## config.mk

```make
export PLATFORM = sky130hd
export DESIGN_NAME = fp_post_normalizer
export DESIGN_NICKNAME = d
export VERILOG_FILES = /design/src/rtl/fp_post_normalizer.sv
export SDC_FILE = /design/constraint.sdc
export NUM_CORES = 1
export LEC_CHECK = 0
export BUFFER_PORTS_ARGS = -buffer_cell sky130_fd_sc_hd__buf_2
export CAP_MARGIN = 20
export CORE_MARGIN = 5
export CORE_UTILIZATION = 30
export CTS_BUF_LIST = sky130_fd_sc_hd__clkbuf_4 sky130_fd_sc_hd__clkbuf_8
export DETAILED_ROUTE_END_ITERATION = 12
export GPL_ROUTABILITY_DRIVEN = 1
export PLACE_DENSITY_LB_ADDON = 0.08
export SLEW_MARGIN = 15
export SYNTH_ARGS = -nofsm -noshare
export SYNTH_HDL_FRONTEND = slang
export SYNTH_SLANG_ARGS = --single-unit
```

## constraint.sdc

```tcl
create_clock -name Clk -period 4.6 [get_ports Clk]
set_input_delay 0 -clock Clk [delete_from_list [all_inputs] [get_ports Clk]]
set_output_delay 0 -clock Clk [all_outputs]
set_load 0.01 [all_outputs]
```

## src/rtl/fp_post_normalizer.sv

```systemverilog
// fp_post_normalizer
//   Post-normalization stage for a floating-point adder/subtractor. Takes the
//   raw sum (carry, hidden and fraction bits) with its biased exponent. A
//   carry-out is folded back with a right shift. Leading zeros are removed
//   with one left shift per cycle until the hidden bit is set or the
//   exponent bottoms out. The result is then held behind a valid/ready
//   handshake.
//
// Ports
//   Clk, RstN      clock, asynchronous active-low reset
//   InValid/InReady  operand handshake (InReady high only while idle)
//   InSign, InExponent, InMantissa  raw result; InMantissa =
//                    {carry, hidden, fraction[MantissaSize-1:0]}
//   OutValid/OutReady  result handshake; outputs held until accepted
//   OutSign, OutExponent, OutMantissa  normalized result (hidden bit dropped)
//   Overflow, Underflow, Zero  one-hot-or-none result flags
//   OutGuard       bit lost by the carry right shift (only when
//                  FP_NORM_GUARD_BIT_EN is defined)
//
// Configuration
//   FP_NORM_GUARD_BIT_EN  adds the OutGuard output.

module fp_post_normalizer #(
  parameter int ExponentSize = 8,
  parameter int MantissaSize = 23
) (
  input  logic                    Clk,
  input  logic                    RstN,
  input  logic                    InValid,
  output logic                    InReady,
  input  logic                    InSign,
  input  logic [ExponentSize-1:0] InExponent,
  input  logic [MantissaSize+1:0] InMantissa,
  output logic                    OutValid,
  input  logic                    OutReady,
  output logic                    OutSign,
  output logic [ExponentSize-1:0] OutExponent,
  output logic [MantissaSize-1:0] OutMantissa,
  output logic                    Overflow,
  output logic                    Underflow,
  output logic                    Zero
`ifdef FP_NORM_GUARD_BIT_EN
  ,
  output logic                    OutGuard
`endif
);

  typedef enum logic [1:0] {
    IDLE,
    CHECK,
    SHIFT,
    DONE
  } stateT;

  localparam logic [ExponentSize-1:0] ExpMax = '1;
  localparam logic [ExponentSize-1:0] ExpOne = ExponentSize'(1);

  stateT state, nextState;

  // Working copy of the operand, modified in place while normalizing.
  logic                    wSign;
  logic [ExponentSize-1:0] wExp;
  logic [MantissaSize+1:0] wMant;
  logic                    wOverflow, wUnderflow, wZero;

  logic                    accept;
  logic                    loadOut;
  logic                    mantZero, carryBit, hiddenBit, expZero, expOne;
  logic [ExponentSize-1:0] expInc;

  assign accept    = InValid && InReady;
  // Output registers load on the first DONE cycle; OutValid follows one
  // cycle after the working registers settle.
  assign loadOut   = (state == DONE) && !OutValid;
  assign mantZero  = (wMant == '0);
  assign carryBit  = wMant[MantissaSize+1];
  assign hiddenBit = wMant[MantissaSize];
  assign expZero   = (wExp == '0);
  assign expOne    = (wExp == ExpOne);
  // Saturating increment: an exponent already at all ones stays there.
  assign expInc    = (wExp == ExpMax) ? ExpMax : wExp + ExpOne;

  always_ff @(posedge Clk or negedge RstN) begin
    if (!RstN) state <= IDLE;
    else       state <= nextState;
  end

  always_comb begin
    // NOTE: defaults come first so every path assigns every output of this
    // block; a missing assignment on some branch would infer a latch.
    nextState = state;
    InReady   = 1'b0;
    case (state)
      IDLE: begin
        InReady = 1'b1;
        if (InValid) nextState = CHECK;
      end
      CHECK: begin
        if (mantZero || carryBit || hiddenBit || expZero) nextState = DONE;
        else                                              nextState = SHIFT;
      end
      SHIFT: begin
        if (hiddenBit || expOne) nextState = DONE;
      end
      DONE: begin
        if (OutValid && OutReady) nextState = IDLE;
      end
      default: nextState = IDLE;
    endcase
  end

  always_ff @(posedge Clk or negedge RstN) begin
    if (!RstN) begin
      // NOTE: state is updated with non-blocking assignments so every
      // register samples the pre-edge values, independent of statement order.
      wSign       <= 1'b0;
      wExp        <= '0;
      wMant       <= '0;
      wOverflow   <= 1'b0;
      wUnderflow  <= 1'b0;
      wZero       <= 1'b0;
      OutValid    <= 1'b0;
      OutSign     <= 1'b0;
      OutExponent <= '0;
      OutMantissa <= '0;
      Overflow    <= 1'b0;
      Underflow   <= 1'b0;
      Zero        <= 1'b0;
    end else begin
      case (state)
        IDLE: begin
          if (accept) begin
            wSign      <= InSign;
            wExp       <= InExponent;
            wMant      <= InMantissa;
            wOverflow  <= 1'b0;
            wUnderflow <= 1'b0;
            wZero      <= 1'b0;
          end
        end
        CHECK: begin
          if (mantZero) begin
            wExp  <= '0;
            wZero <= 1'b1;
          end else if (carryBit) begin
            wExp <= expInc;
            if (expInc == ExpMax) begin
              // Infinity: fraction forced to zero.
              wOverflow <= 1'b1;
              wMant     <= '0;
            end else begin
              wMant <= wMant >> 1;
            end
          end else if (!hiddenBit && expZero) begin
            // Already subnormal; nothing to normalize.
            wUnderflow <= 1'b1;
          end
        end
        SHIFT: begin
          if (!hiddenBit) begin
            if (expOne) begin
              // Cannot go below the smallest normal exponent: becomes subnormal
              // without consuming the shift.
              wExp       <= '0;
              wUnderflow <= 1'b1;
            end else begin
              wMant <= wMant << 1;
              wExp  <= wExp - ExpOne;
            end
          end
        end
        DONE: begin
          if (loadOut) begin
            OutValid    <= 1'b1;
            OutSign     <= wSign;
            OutExponent <= wExp;
            OutMantissa <= wMant[MantissaSize-1:0];
            Overflow    <= wOverflow;
            Underflow   <= wUnderflow;
            Zero        <= wZero;
          end else if (OutReady) begin
            OutValid <= 1'b0;
          end
        end
        default: ;
      endcase
    end
  end

`ifdef FP_NORM_GUARD_BIT_EN
  logic wGuard;

  always_ff @(posedge Clk or negedge RstN) begin
    if (!RstN) begin
      wGuard   <= 1'b0;
      OutGuard <= 1'b0;
    end else begin
      if (accept)                            wGuard <= 1'b0;
      else if ((state == CHECK) && carryBit) wGuard <= wMant[0];
      if (loadOut) OutGuard <= wGuard;
    end
  end
`endif

endmodule

```

* After elaboration in Yosys (flattened, before gate mapping) *
Cells that the tools add are included.

storage, ports and cells
  word-level logic and storage cells = 100
  register bits = 75
  input port bits = 38
  output and inout port bits = 37

cells by class
  reductions and logical operators = 27
  mux-type cells = 35
  equal/unequal tests = 20
  add/subtract/negate cells = 2

operators with widths
  operator             count
  $mux 25              4
  $pmux 25 s3          1
  $mux 24              2
  $mux 8               6
  $logic_not 25->1     1
  $ne 2x2->1 const B   12
  $pmux 8 s3           1
  $eq 8x8->1 const B   2
  $mux 1               14
  $reduce_and 5->1     2
  $add 8x1->8 const B  1
  $eq 8x1->1 const B   1
  $logic_not 8->1      1
  $pmux 2 s4           1
  $reduce_and 4->1     2
  $sub 8x1->8 const B  1
  $reduce_and 7->1     1
  $mux 2               3
  $reduce_and 2->1     3
  $reduce_and 3->1     2
  $reduce_and 6->1     1
  $eq 2x2->1 const B   2
  $logic_and 1x1->1    4
  $logic_or 1x1->1     4
  9 further kinds      12

* Longest topological paths before layout *
  depth after elaboration = 7
  mapped depth = 9
  gate-level depth less buffers = 7

* Least setup slack after synthesis *
OpenSTA, ideal clock, no wires.

  kind = reg-to-reg
  start point = reg wExp[0]
  end point = reg wMant[6]
  slack = 2,575 ps
  arrival time = 1,894 ps
  data required time = 4,469 ps
  clock period less this slack = 2,025 ps
  path buffers = 2
  library setup time = 131 ps
  stages on the path, launching flop included = 10
  path through = dfrtp_1 > buf_2 > inv_1 > ha_1 > nand2_1 > nor4b_4 > o32ai_4 > o21ai_2 > buf_6 > o22ai_1

between the ends
  cells in the longest elaborated chain, start to end = 7
  elaborated cells between the ends (all ways) = 11
  those cells by class = add/sub (1); eq/ne (4); mux (5); reduce/logical (1)

RTL lines
  item                                              RTL line  text
  from (decl)                                       62        logic [ExponentSize-1:0] wExp;
  from (signal assigned)                            134       wExp <= InExponent;
  from (signal assigned)                            146       wExp <= expInc;
  from (signal assigned)                            168       wExp <= wExp - ExpOne;
  $add 8x1->8 / $eq 8x8->1 (equally long branches)  81        assign expInc = (wExp == ExpMax) ? ExpMax : wExp + ExpOne;
  $mux 8                                            81
  $eq 8x8->1                                        147       if (expInc == ExpMax) begin
  $mux 24                                           147
  $mux 24                                           145       end else if (carryBit) begin
  $mux 25                                           142       if (mantZero) begin
  $pmux 25 s3                                       130       case (state)
  to (signal assigned)                              135       wMant <= InMantissa;
  to (signal assigned)                              152       wMant <= wMant >> 1;
  to (signal assigned)                              167       wMant <= wMant << 1;
  to (decl)                                         63        logic [MantissaSize+1:0] wMant;

Several ways; a longest one is shown, not always the timed one. The select of a mux whose other input is x is not followed.
A chain may end at the register's enable or synchronous reset.

* Worst setup path in the final report *
  start point = reg state[1]
  end point = reg wMant[21]

between the ends
  cells in the longest elaborated chain, start to end = 5
  elaborated cells between the ends (all ways) = 13
  those cells by class = eq/ne (7); mux (2); reduce/logical (4)

RTL lines
  item                        RTL line  text
  from (decl)                 58        stateT state, nextState;
  from (signal assigned)      85        else state <= nextState;
  $logic_not 2->1             93, 130
  $mux 1                      93        case (state)
  $logic_and 1x1->1           71        assign accept = InValid && InReady;
  $ne 2x2->1 (no line)        n/a
  $reduce_and 6->1 (no line)  n/a

Several ways; a longest one is shown, not always the timed one.

==> run summary <==
syn nets -> 446
crit path kind -> flop to flop
CP Data Required Time -> 4.90 ns
Clock Latency Late Sink -> 0.37 ns
Congestion Overflow GR -> 0
top_reg_cell synth -> dfrtp_1
Initial Utilization -> 0.303
vias post-DR -> 3759
Post-synth ARST share -> 1.00
Final Critical Period -> 2.78 ns
initial antenna violation count -> 0
clock transition at the registers of the reported paths -> 0.08 ns
# nets final -> 536
final worst-path cycle share -> 0.603
power density cells -> 833 mW/mm^2
Max Buffers Root-to-Sink -> 2
number of synthesized flops with an enable pin -> 0
reg-to-reg critical path endpoint -> wMant[21]$_DFFE_PN0P_
gpl congestion -> 0.806
final wirelength -> 12900 um
Remaining DRCs -> 0
Global Route Usage Sum -> 0.155
WHS -> 0.0204 ns
HPWL Detailed -> 8250 um
R2R setup slack -> 1.82 ns
CTS H-tree lvls -> 3
register area share after synthesis -> 0.431
pin count of the biggest net entering global routing -> 76
Yosys Warn Count -> 0
Synth Area per Inst -> 10.9 sq um
outcome -> complete, no violations
number of diodes -> 0
Synth top cells by count -> dfrtp_1 (75), nor2_1 (35), mux2_2 (33), a221oi_1 (22), o221ai_1 (22)
DRT antenna net count -> 0
Netlist cell types -> 64
Synth area leaders -> dfrtp_1 (43%), mux2_2 (8.5%), o22ai_2 (4.9%), a221oi_1 (4.4%), o221ai_1 (4.4%)
Synth area leader -> dfrtp_1
layout cell share with drive strength beyond 1 -> 0.335
vias per inst -> 5.53
actual slew at the worst max-slew pin -> 0.937 ns
R2R depth -> 8
area of the die -> 0.0170 sq mm
global-route wire length before repair -> 20500 um
setup TNS -> 0 ns
Max Fclk -> 0.360 GHz
final setup violation count -> 0
Post-Synthesis Cells -> 401
Pre-antenna DRT Iters -> 4
routed len/inst -> 18.9 um
IO Pins -> 75
Cells on Worst Hold Path -> 3
TritonCTS clock tree -> built
Max Clock Skew -> 0.0106 ns
Clock Sinks -> 75
delay-heaviest family, CP -> compound AO/OA/AOI/OAI gates
FP Rows -> 44
Resized cells post-CTS -> 0
1st-iter DRT viols -> 268
Worst R2R Start -> state[1]$_DFFE_PN0P_
RSZ-0062 raised after global routing -> no
crit-path cells -> inv_1, ha_1, nor2b_1, a211oi_2, and3_1, buf_4, o221ai_1, o22ai_2
Hold Violations, Final -> 0
peak fanout along the critical path -> 44
vias in the first global route -> 3753
Cell Area, Synth -> 0.00436 sq mm
min-delay src -> InExponent[0]
chip width -> 131 um
share of the synthesized area in the top cell type -> 0.431
Area growth, synth to finish -> 22.8%
worst hold path class -> input pin to flop
post-synthesis register bit count -> 75
Worst slew margin -> 0.375
Max stage delay on crit path -> 0.70 ns
Slew Limit Fails -> 0
CTS buffer count -> 9
Max-Cap Viols -> 0
maximum VDD drop -> 0.359 mV
Critical Path AT -> 3.07 ns
top-count cell post-synth -> dfrtp_1
WHS Endpoint -> wExp[0]$_DFFE_PN0P_
CTS root buffer -> clkbuf_8
startpoint types -> flop
CP max stage cell -> a211oi_2
LEAKAGE -> 2.20 nW
PortBufs -> 74
Die H -> 131 um
core area -> 0.0144 sq mm
WP buf/inv -> 2
Crit. End Element -> flop
-- how the worst max path moves through the flow --
stage                                     from                    end  slack (ns)  cells past startpoint
after floorplan            wExp[0]$_DFFE_PN0P_   wMant[6]$_DFFE_PN0P_        2.57                      9
after global placement    state[1]$_DFFE_PN0P_  wMant[20]$_DFFE_PN0P_        1.94                      8
after detailed placement  state[0]$_DFFE_PN0P_  wMant[15]$_DFFE_PN0P_        1.88                      8
after CTS                 state[1]$_DFFE_PN0P_  wMant[20]$_DFFE_PN0P_        1.84                      8
after global routing      state[1]$_DFFE_PN0P_  wMant[19]$_DFFE_PN0P_        1.62                      8
final                     state[1]$_DFFE_PN0P_  wMant[21]$_DFFE_PN0P_        1.82                      8
-- through the flow --
stage          std cells  setup WS, ns  cell area [sq um]  total power, W  utilization
2_1_floorplan        401          2.57               4360         0.00333            -
3_3_place_gp         629          1.94               4790         0.00390        0.333
3_5_place_dp         629          1.88               4790         0.00394        0.333
4_1_cts              679          1.84               5330         0.00450        0.371
5_1_grt              680          1.62               5350         0.00481        0.372
6_report             680          1.82               5350         0.00446        0.372
-- cell type report --
cell class | instances | area (sq um)
inverters | 9 | 33.8
well taps | 184 | 230
flip-flops and latches | 75 | 1880
repair buffers | 114 | 771
multi-input cells | 282 | 2240
fillers | 1446 | 9020
clock inverters | 1 | 5.00
clock buffers | 15 | 194
-- registers in the layout, summed over array words and instances (netlist names), 2 cells and up --
signal       cells
OutMantissa     23
wMant           25
OutExponent      8
state            2
wExp             8
-- per-layer routing --
layer,routed length [um],part of all wire,GRT usage
met1,5810,0.45,0.204
met2,6190,0.48,0.249
met3,596,0.046,0.0260
met4,277,0.022,0.0702
met5,0,0,0
-- where the power goes --
part           internal (W)  leakage [nW]  switching (W)
sequential         0.000998         0.892       0.000422
combinational       0.00112          1.20        0.00140
clock              0.000267         0.107       0.000252
total               0.00239          2.20        0.00207
-- logic make-up (layout without fill, tap and decap cells) --
logic type / after synthesis / in the layout / share of synthesized area
buffers and inverters: 44 / 139 / 0.0557
multiplexers: 37 / 37 / 0.0948
adder cells (fa/ha/maj): 7 / 7 / 0.0201
flip-flops: 75 / 75 / 0.431
XOR/XNOR: 5 / 5 / 0.0101
AND/OR/NAND/NOR: 104 / 104 / 0.129
AO/OA/AOI/OAI: 129 / 129 / 0.259
-- placed cells by master, fill, tap and decap left out, types with 8 or more instances in the layout --
cell           count
dfrtp_1           75
buf_2             73
nor2_1            35
dlygate4sd3_1     34
mux2_2            33
a221oi_1          22
o221ai_1          22
nand2_1           19
o22ai_2           17
clkbuf_8          13
o21ai_0           11
a21oi_1           10
inv_1              8
nand3_1            8
o211ai_1           8
-- worst register-to-register path, stage by stage, from the launching register on --
cell,delay [ns]
dfrtp_1,0.40
inv_1,0.10
ha_1,0.23
nor2b_1,0.20
a211oi_2,0.70
and3_1,0.28
buf_4,0.41
o221ai_1,0.25
o22ai_2,0.14
-- timing repair --
item / in CTS / in global routing
hold buffers: 34 / 0
endpoints found under the hold margin: 108 / 0
endpoints found under the setup margin: 0 / 0
setup buffers: 0 / 0
(Power assumes the default switching activity.)
